<file path="src/rtl/alu_pipe.sv">
// alu_pipe: handshaked ALU with single-cycle ops and a multi-cycle shift-add unsigned multiply.
module alu_pipe #(
  parameter int DATA_W = 32,
  parameter int OP_W   = 6
) (
  input  logic              i_clk,
  input  logic              i_rst_n,
  input  logic              i_valid,
  output logic              o_ready,
  input  logic [OP_W-1:0]   i_alu_op,
  input  logic [DATA_W-1:0] i_data_1,
  input  logic [DATA_W-1:0] i_data_2,
  input  logic [DATA_W-1:0] i_im,
  output logic              o_valid,
  input  logic              i_ready,
  output logic [DATA_W-1:0] o_alu_result,
  output logic              o_alu_ovflw,
  output logic              o_alu_illegal
);
  localparam int CW = $clog2(DATA_W);
  localparam int M  = DATA_W - 1;
  localparam logic [OP_W-1:0] OP_ADD  = OP_W'(1);
  localparam logic [OP_W-1:0] OP_SUB  = OP_W'(2);
  localparam logic [OP_W-1:0] OP_ADDU = OP_W'(3);
  localparam logic [OP_W-1:0] OP_SUBU = OP_W'(4);
  localparam logic [OP_W-1:0] OP_ADDI = OP_W'(5);
  localparam logic [OP_W-1:0] OP_MULU = OP_W'(6);
  localparam logic [OP_W-1:0] OP_AND  = OP_W'(8);
  localparam logic [OP_W-1:0] OP_OR   = OP_W'(9);
  localparam logic [OP_W-1:0] OP_NOR  = OP_W'(10);
  localparam logic [OP_W-1:0] OP_SLT  = OP_W'(13);

  typedef enum logic [1:0] {IDLE, MUL, DONE} state_t;
  state_t state, next;

  logic                accept, is_mul, last;
  logic [CW-1:0]       cnt;
  logic [DATA_W-1:0]   mcand;
  logic [2*DATA_W-1:0] prod, prod_next;
  logic [DATA_W:0]     psum, add_u, sub_u, addi_u;
  logic [DATA_W-1:0]   res;
  logic                ov, ill;

  assign o_ready = state == IDLE || (state == DONE && i_ready);
  assign o_valid = state == DONE;
  assign accept  = i_valid && o_ready;
  assign is_mul  = i_alu_op == OP_MULU;
  assign last    = cnt == CW'(DATA_W - 1);

  // Upper half accumulates the multiplicand; lower half holds the unconsumed multiplier bits.
  assign psum      = {1'b0, prod[2*DATA_W-1:DATA_W]} + (prod[0] ? {1'b0, mcand} : '0);
  assign prod_next = {psum, prod[DATA_W-1:1]};

  assign add_u  = {1'b0, i_data_1} + {1'b0, i_data_2};
  assign sub_u  = {1'b0, i_data_1} - {1'b0, i_data_2};
  assign addi_u = {1'b0, i_data_1} + {1'b0, i_im};

  always_comb begin
    res = '0;
    ov  = 1'b0;
    ill = 1'b0;
    case (i_alu_op)
      OP_ADD:  begin res = add_u[M:0];  ov = i_data_1[M] == i_data_2[M] && add_u[M] != i_data_1[M]; end
      OP_SUB:  begin res = sub_u[M:0];  ov = i_data_1[M] != i_data_2[M] && sub_u[M] != i_data_1[M]; end
      OP_ADDU: begin res = add_u[M:0];  ov = add_u[DATA_W]; end
      OP_SUBU: begin res = sub_u[M:0];  ov = sub_u[DATA_W]; end
      OP_ADDI: begin res = addi_u[M:0]; ov = i_data_1[M] == i_im[M] && addi_u[M] != i_data_1[M]; end
      OP_MULU: ;
      OP_AND:  res = i_data_1 & i_data_2;
      OP_OR:   res = i_data_1 | i_data_2;
      OP_NOR:  res = ~(i_data_1 | i_data_2);
      OP_SLT:  res = {{M{1'b0}}, $signed(i_data_1) < $signed(i_data_2)};
      default: ill = 1'b1;
    endcase
  end

  always_comb begin
    next = state == MUL ? (last ? DONE : MUL) :
           accept       ? (is_mul ? MUL : DONE) :
           o_ready      ? IDLE : state;
  end

  always_ff @(posedge i_clk or negedge i_rst_n) begin
    if (!i_rst_n) state <= IDLE;
    else          state <= next;
  end

  always_ff @(posedge i_clk or negedge i_rst_n) begin
    if (!i_rst_n) begin
      cnt           <= '0;
      mcand         <= '0;
      prod          <= '0;
      o_alu_result  <= '0;
      o_alu_ovflw   <= 1'b0;
      o_alu_illegal <= 1'b0;
    end else begin
      if (accept && is_mul) begin
        mcand <= i_data_1;
        prod  <= {{DATA_W{1'b0}}, i_data_2};
        cnt   <= '0;
      end else if (state == MUL) begin
        prod <= prod_next;
        cnt  <= last ? '0 : cnt + 1'b1;
      end
      if (accept && !is_mul) begin
        o_alu_result  <= res;
        o_alu_ovflw   <= ov;
        o_alu_illegal <= ill;
      end else if (state == MUL && last) begin
        o_alu_result  <= prod_next[DATA_W-1:0];
        o_alu_ovflw   <= |prod_next[2*DATA_W-1:DATA_W];
        o_alu_illegal <= 1'b0;
      end
    end
  end
endmodule
</file>
<file path="config.mk">
export PLATFORM = sky130hd
export DESIGN_NAME = alu_pipe
export DESIGN_NICKNAME = d
export VERILOG_FILES = /design/src/rtl/alu_pipe.sv
export SDC_FILE = /design/constraint.sdc
export NUM_CORES = 1
export LEC_CHECK = 0
export CORE_MARGIN = 2
export CORE_UTILIZATION = 35
export DETAILED_ROUTE_END_ITERATION = 10
export DONT_BUFFER_PORTS = 1
export PLACE_DENSITY = 0.57
export SKIP_CTS_REPAIR_TIMING = 1
export SLEW_MARGIN = 20
export SYNTH_ARGS = -nofsm -noshare
export SYNTH_HDL_FRONTEND = slang
export SYNTH_SLANG_ARGS = --single-unit
</file>
<file path="constraint.sdc">
create_clock -name i_clk -period 3.2 [get_ports i_clk]
set_input_delay 0.32 -clock i_clk [delete_from_list [all_inputs] [get_ports i_clk]]
set_output_delay 0.32 -clock i_clk [all_outputs]
set_load 0.1 [all_outputs]
</file>
# --- After elaboration in Yosys (flattened, before gate mapping) ---
# Index checks and enable logic that the tools add are counted.
word_totals:
  regBits: 137
  inputBits: 106
  word_cells: 73
op_classes:
  addsub: 5
  magnitude_cmp: 1
  eq_ne: 19
  mux: 20
  n_bitwise: 3
  reduce_logical: 18
op_table:
  columns: ["cell", "count"]
  rows:
  - ["$pmux 32 s7", 1]
  - ["$mux 64", 2]
  - ["$mux 32", 3]
  - ["$add 32x32->33", 2]
  - ["$sub 32x32->33", 1]
  - ["$add 32x32->32", 1]
  - ["$and 32x32->32", 1]
  - ["$lt 32x32->1", 1]
  - ["$not 32->32", 1]
  - ["$or 32x32->32", 1]
  - ["$reduce_or 32->1", 1]
  - ["$eq 6x4->1 const B", 4]
  - ["$eq 6x3->1 const B", 3]
  - ["$mux 5", 3]
  - ["$eq 6x2->1 const B", 2]
  - ["$mux 2", 5]
  - ["$reduce_or 10->1", 1]
  - ["$logic_and 1x1->1", 8]
  - ["$eq 6x1->1 const B", 1]
  - ["$add 5x1->5 const B", 1]
  - ["$eq 5x5->1 const B", 1]
  - ["$mux 1", 5]
  - ["$pmux 1 s5", 1]
  - ["$ne 1x1->1", 4]
  - ["other kinds (9)", 12]

# --- Logic depth before layout (Yosys ltp) ---
logic_depth:
  word_depth: 6
  ltp_mapped: 14

# --- Least setup slack after synthesis ---
# OpenSTA, ideal clock, no wires.
synth_path:
  kind: "flip-flop to flip-flop"
  start: "register state[1]"
  end: "register mcand[0]"
  setup_ns: 0.125
  t_arrival_ns: 3.478
  required_time_ns: 3.075
  path_slack_ns: -0.403
  path_stages_with_launch: 6
  n_path_buf: 1
  period_less_slack_ns: 3.603
  path_cell_list: "dfrtp_1 -> a21oi_1 -> nand2_1 -> nor2_1 -> clkbuf_1 -> mux2_2"
synth_via:
  elab_chain_cells: 5
synth_lines:
  columns: ["item", "line", "rtl"]
  rows:
  - ["from (decl)", "34", "state_t state, next;"]
  - ["from (signal assigned)", "85", "else state <= next;"]
  - ["$eq 2x2->1", "44", "assign o_ready = state == IDLE || (state == DONE && i_ready);"]
  - ["$logic_and 1x1->1", "44", null]
  - ["$logic_or 1x1->1 (*)", "44", null]
  - ["via o_ready", "9", "output logic o_ready,"]
  - ["$logic_and 1x1->1 (*)", "46", "assign accept = i_valid && o_ready;"]
  - ["$logic_and 1x1->1 (*)", "97", "if (accept && is_mul) begin"]
  - ["to (signal assigned)", "98", "mcand <= i_data_1;"]
  - ["to (decl)", "38", "logic [DATA_W-1:0] mcand;"]
# Mark *: on every way through the listed nets, which the timed path passes. The rest lies on a longest branch.
# A chain may end at the register's enable or synchronous reset.

# --- Worst setup path after layout ---
layout_path:
  start: "register prod[0]"
  end: "register o_alu_ovflw"
layout_via:
  elab_chain_cells: 5
layout_lines:
  columns: ["item", "line", "rtl"]
  rows:
  - ["from (decl)", "39", "logic [2*DATA_W-1:0] prod, prod_next;"]
  - ["from (signal assigned)", "99", "prod <= {{DATA_W{1'b0}}, i_data_2};"]
  - ["from (signal assigned)", "102", "prod <= prod_next;"]
  - ["$mux 32", "51", "assign psum = {1'b0, prod[2*DATA_W-1:DATA_W]} + (prod[0] ? {1'b0, mcand} : '0);"]
  - ["$add 32x32->33", "51", null]
  - ["$reduce_or 32->1", "111", "o_alu_ovflw <= |prod_next[2*DATA_W-1:DATA_W];"]
  - ["$mux 1", "109", "end else if (state == MUL && last) begin"]
  - ["$mux 1", "105", "if (accept && !is_mul) begin"]
  - ["to (signal assigned)", "107", "o_alu_ovflw <= ov;"]
  - ["to (signal assigned)", "111", null]
  - ["to (decl)", "17", "output logic o_alu_ovflw,"]
# Every way passes these cells. The select of a mux whose other input is x is not followed.

==> run metrics <==
Pint=0.00545 W; PnR worst setup slack=-299 ps; combinational power share=42.0%; Psw=0.00496 W; CP Cell Sequence=buf_12, and2_1, ha_1, o21a_1, o21a_1, a2111o_1, a31oi_1, xor2_1, nand4_1, nor4_2, nand4_1, a21boi_1, o211ai_1; register area=3430 µm²; Worst Setup End Kind=flip-flop; Tcrit/Tclk final=109%; wire per inst=22.1 µm; Distinct cells, synth=77; Vias/cell=5.88; setup violators final=1; critical path class=reg -> reg; final wirelength=61300 µm; Non-Filler Instances=2780; IO Pins=142; antenna-violating nets left=0; Bufs and invs on worst path=1; status=finished, violations left; syn_nets=2232; mapped cell area=15200 µm²; Power Density=541 nW/µm²; wire length of the first global-routing pass=93600 µm; # rows=76; Slowest-stage cell, CP=a2111o_1; Slew @ Worst Pin=1020 ps; Post-synth EDFFs=0; Seq/Total Area, Yosys=22.5%; DP Cell Count=2714; placer's final routability congestion estimate=0.933; Die Area=45200 µm²; Slew Limit Fails=0; Layout Nets=2464; TritonCTS clock tree=built; largest net degree at the start of global routing=138; Sequential Power Share=35.8%; crit path DAT=3840 ps; Tot Pwr=0.0104 W; grt total ovfl=0; Max Cap Violations=0; register bit count reported by yosys=137; crit path time final=3500 ps; Leak=8.88 nW; RSZ-0062 raised after global routing=true; final setup skew=9.68 ps; Die Wd=213 µm; async set or reset register ratio after synthesis=100%; multi-input logic area=11300 µm²; CP Data Required Time=3540 ps; fillcell total=4269; layout cells sized above 1=20.5%; Num Clock Sinks=137; initial antenna violation count=1; Fin Setup TNS=-299 ps; number of global-route vias before repair=16.1k; PortBufs=0; P&R area growth vs syn=26.1%; crit-path max FO=29; peak supply drop=0.454 mV; Mapped Cells=1950; clock-pin slew on the worst setup and hold paths=70 ps; Num CTS Buffers=17; yosys warns=0; failing checks=hold timing, setup timing; residual DRC count=0; Core Area=43100 µm²; Min Hold Slack=-460 ps; critical path's largest stage delay=490 ps; final hold viol count=137; worst min-delay path class=in -> async; family with the most delay on the worst path=compound AO/OA/AOI/OAI gates; CTS Buffer Depth=2; Syn Area/Cell=7.82 µm²; Root Buffer=clkbuf_16; routed vias=16.3k; GRT Total Usage=26.9%; H-tree depth=4; DR iter-0 viols=1590; insertion delay to the later sink of the worst-skew pair=470 ps; Max-slew headroom=31.9%; Sw Share=47.6%; Antenna diodes=0; Starting Density=35.4%; hpwl dp=45700 µm; fmax=286 MHz; Top FF cell, synth=dfrtp_1; first drt pass iteration count=6; Clock power frac=22.2%; CP Launch Type=flip-flop; Die H=213 µm
## kinds of logic (layout without fill, tap and decap cells)
logic type,after synthesis,count (layout),share of synthesized area [%]
adders and majority gates,176,176,14.6
muxes,69,69,4.79
AOI/OAI and AO/OA,686,686,30.2
and+or+nand+nor,585,585,18.8
xor gates and xnor gates,51,51,2.93
buffers and inverters,246,491,6.11
DFF,137,137,22.5
## power by group through the flow
stage | Combinational, W | Sequential (W) | Clock (W)
after floorplan | 0.00240 | 0.00382 | 0
after global placement | 0.00409 | 0.00372 | 0
after detailed placement | 0.00412 | 0.00372 | 0
after CTS | 0.00414 | 0.00370 | 0.00236
after global routing | 0.00473 | 0.00379 | 0.00243
final | 0.00436 | 0.00373 | 0.00231
## registers in the layout (all words and copies together), names as in the netlist
| name | count |
|---|---|
| prod | 64 |
| mcand | 32 |
| o_alu_result | 32 |
| cnt | 5 |
| state | 2 |
| o_alu_illegal | 1 |
| o_alu_ovflw | 1 |
## through the flow
stage	util [%]	cell area, µm²	setup WS (ps)
final	44.6	19200	-299
after global placement	41.5	17900	-696
after CTS	43.0	18500	-847
after floorplan	-	15300	1.48
after global routing	44.6	19200	-440
after detailed placement	41.5	17900	-839
## placed cells by master (no fill, tap or decap), drive strengths merged, types with 20 or more instances in the layout
| cell | Yosys | final |
|---|---|---|
| a211oi | 24 | 24 |
| a21o | 57 | 57 |
| a21oi | 148 | 148 |
| a221o | 45 | 45 |
| a31oi | 26 | 26 |
| and2 | 43 | 43 |
| and3 | 20 | 20 |
| buf | 9 | 302 |
| dfrtp | 137 | 137 |
| dlygate4sd3 | 0 | 30 |
| ha | 172 | 172 |
| inv | 127 | 130 |
| mux2 | 32 | 32 |
| mux2i | 37 | 37 |
| nand2 | 156 | 156 |
| nand3 | 53 | 53 |
| nor2 | 115 | 115 |
| nor3 | 82 | 82 |
| o21a | 25 | 25 |
| o21ai | 146 | 146 |
| o21bai | 26 | 26 |
| o22ai | 47 | 47 |
| xnor2 | 36 | 36 |
## cell usage after synthesis (15+ instances only)
library cell,number,share of area (%)
mux2i_1,37,2.4
o22ai_1,47,1.9
ha_1,172,14
nand3_1,53,1.7
nor2_1,115,2.8
mux2_2,32,2.4
a31oi_1,26,1.1
a21o_1,57,2.8
xor2_1,15,0.86
o31ai_1,15,0.74
dfrtp_1,137,22
and3_1,20,0.82
nand4_1,19,0.78
nand2b_1,16,0.66
nor3_1,82,2.7
o211ai_1,16,0.79
a21oi_1,147,4.8
o221ai_1,15,0.86
xnor2_1,36,2.1
clkbuf_1,110,2.7
inv_1,126,3.1
o21a_1,25,1.2
a211oi_1,24,1.2
o21bai_1,26,1.3
o21ai_0,142,4.7
nand2_1,156,3.8
a221o_1,45,3.0
and2_1,43,1.8
## worst paths after layout
kind                       depth (start not counted)              end   startpoint  slack, ps
max in group asynchronous                          0        mcand[30]      i_rst_n       3460
min in group i_clk                                 1         mcand[4]  i_data_1[4]         10
max reg2reg                                       13      o_alu_ovflw      prod[0]       -300
min                                                0  o_alu_result[9]      i_rst_n       -460
min reg2reg                                        1           cnt[3]       cnt[3]        490
max                                               13      o_alu_ovflw      prod[0]       -300
## final cells by class
class / count / share of cell area [%]
clock buffers: 19 / 2.30
clock inverters: 13 / 1.13
inverters: 127 / 2.48
multi-input cells: 1567 / 58.8
flip-flops and latches: 137 / 17.8
well taps: 585 / 3.81
repair buffers: 332 / 13.7
## worst register-to-register path, delay by kind of cell (launching register included)
kind	cells	cell delay [ps]
compound gates	6	1390
simple gates	4	850
flops	1	440
fa+ha+maj	1	300
xor+xnor	1	240
buf+inv	1	170
## per-layer routing
| metal | GRT usage (%) | wire [µm] |
|---|---|---|
| met5 | 0 | 23 |
| met4 | 10.4 | 1890 |
| met3 | 4.31 | 3960 |
| met2 | 43.5 | 28400 |
| met1 | 36.1 | 27000 |
Note: power is estimated with default switching activity, not from simulation.
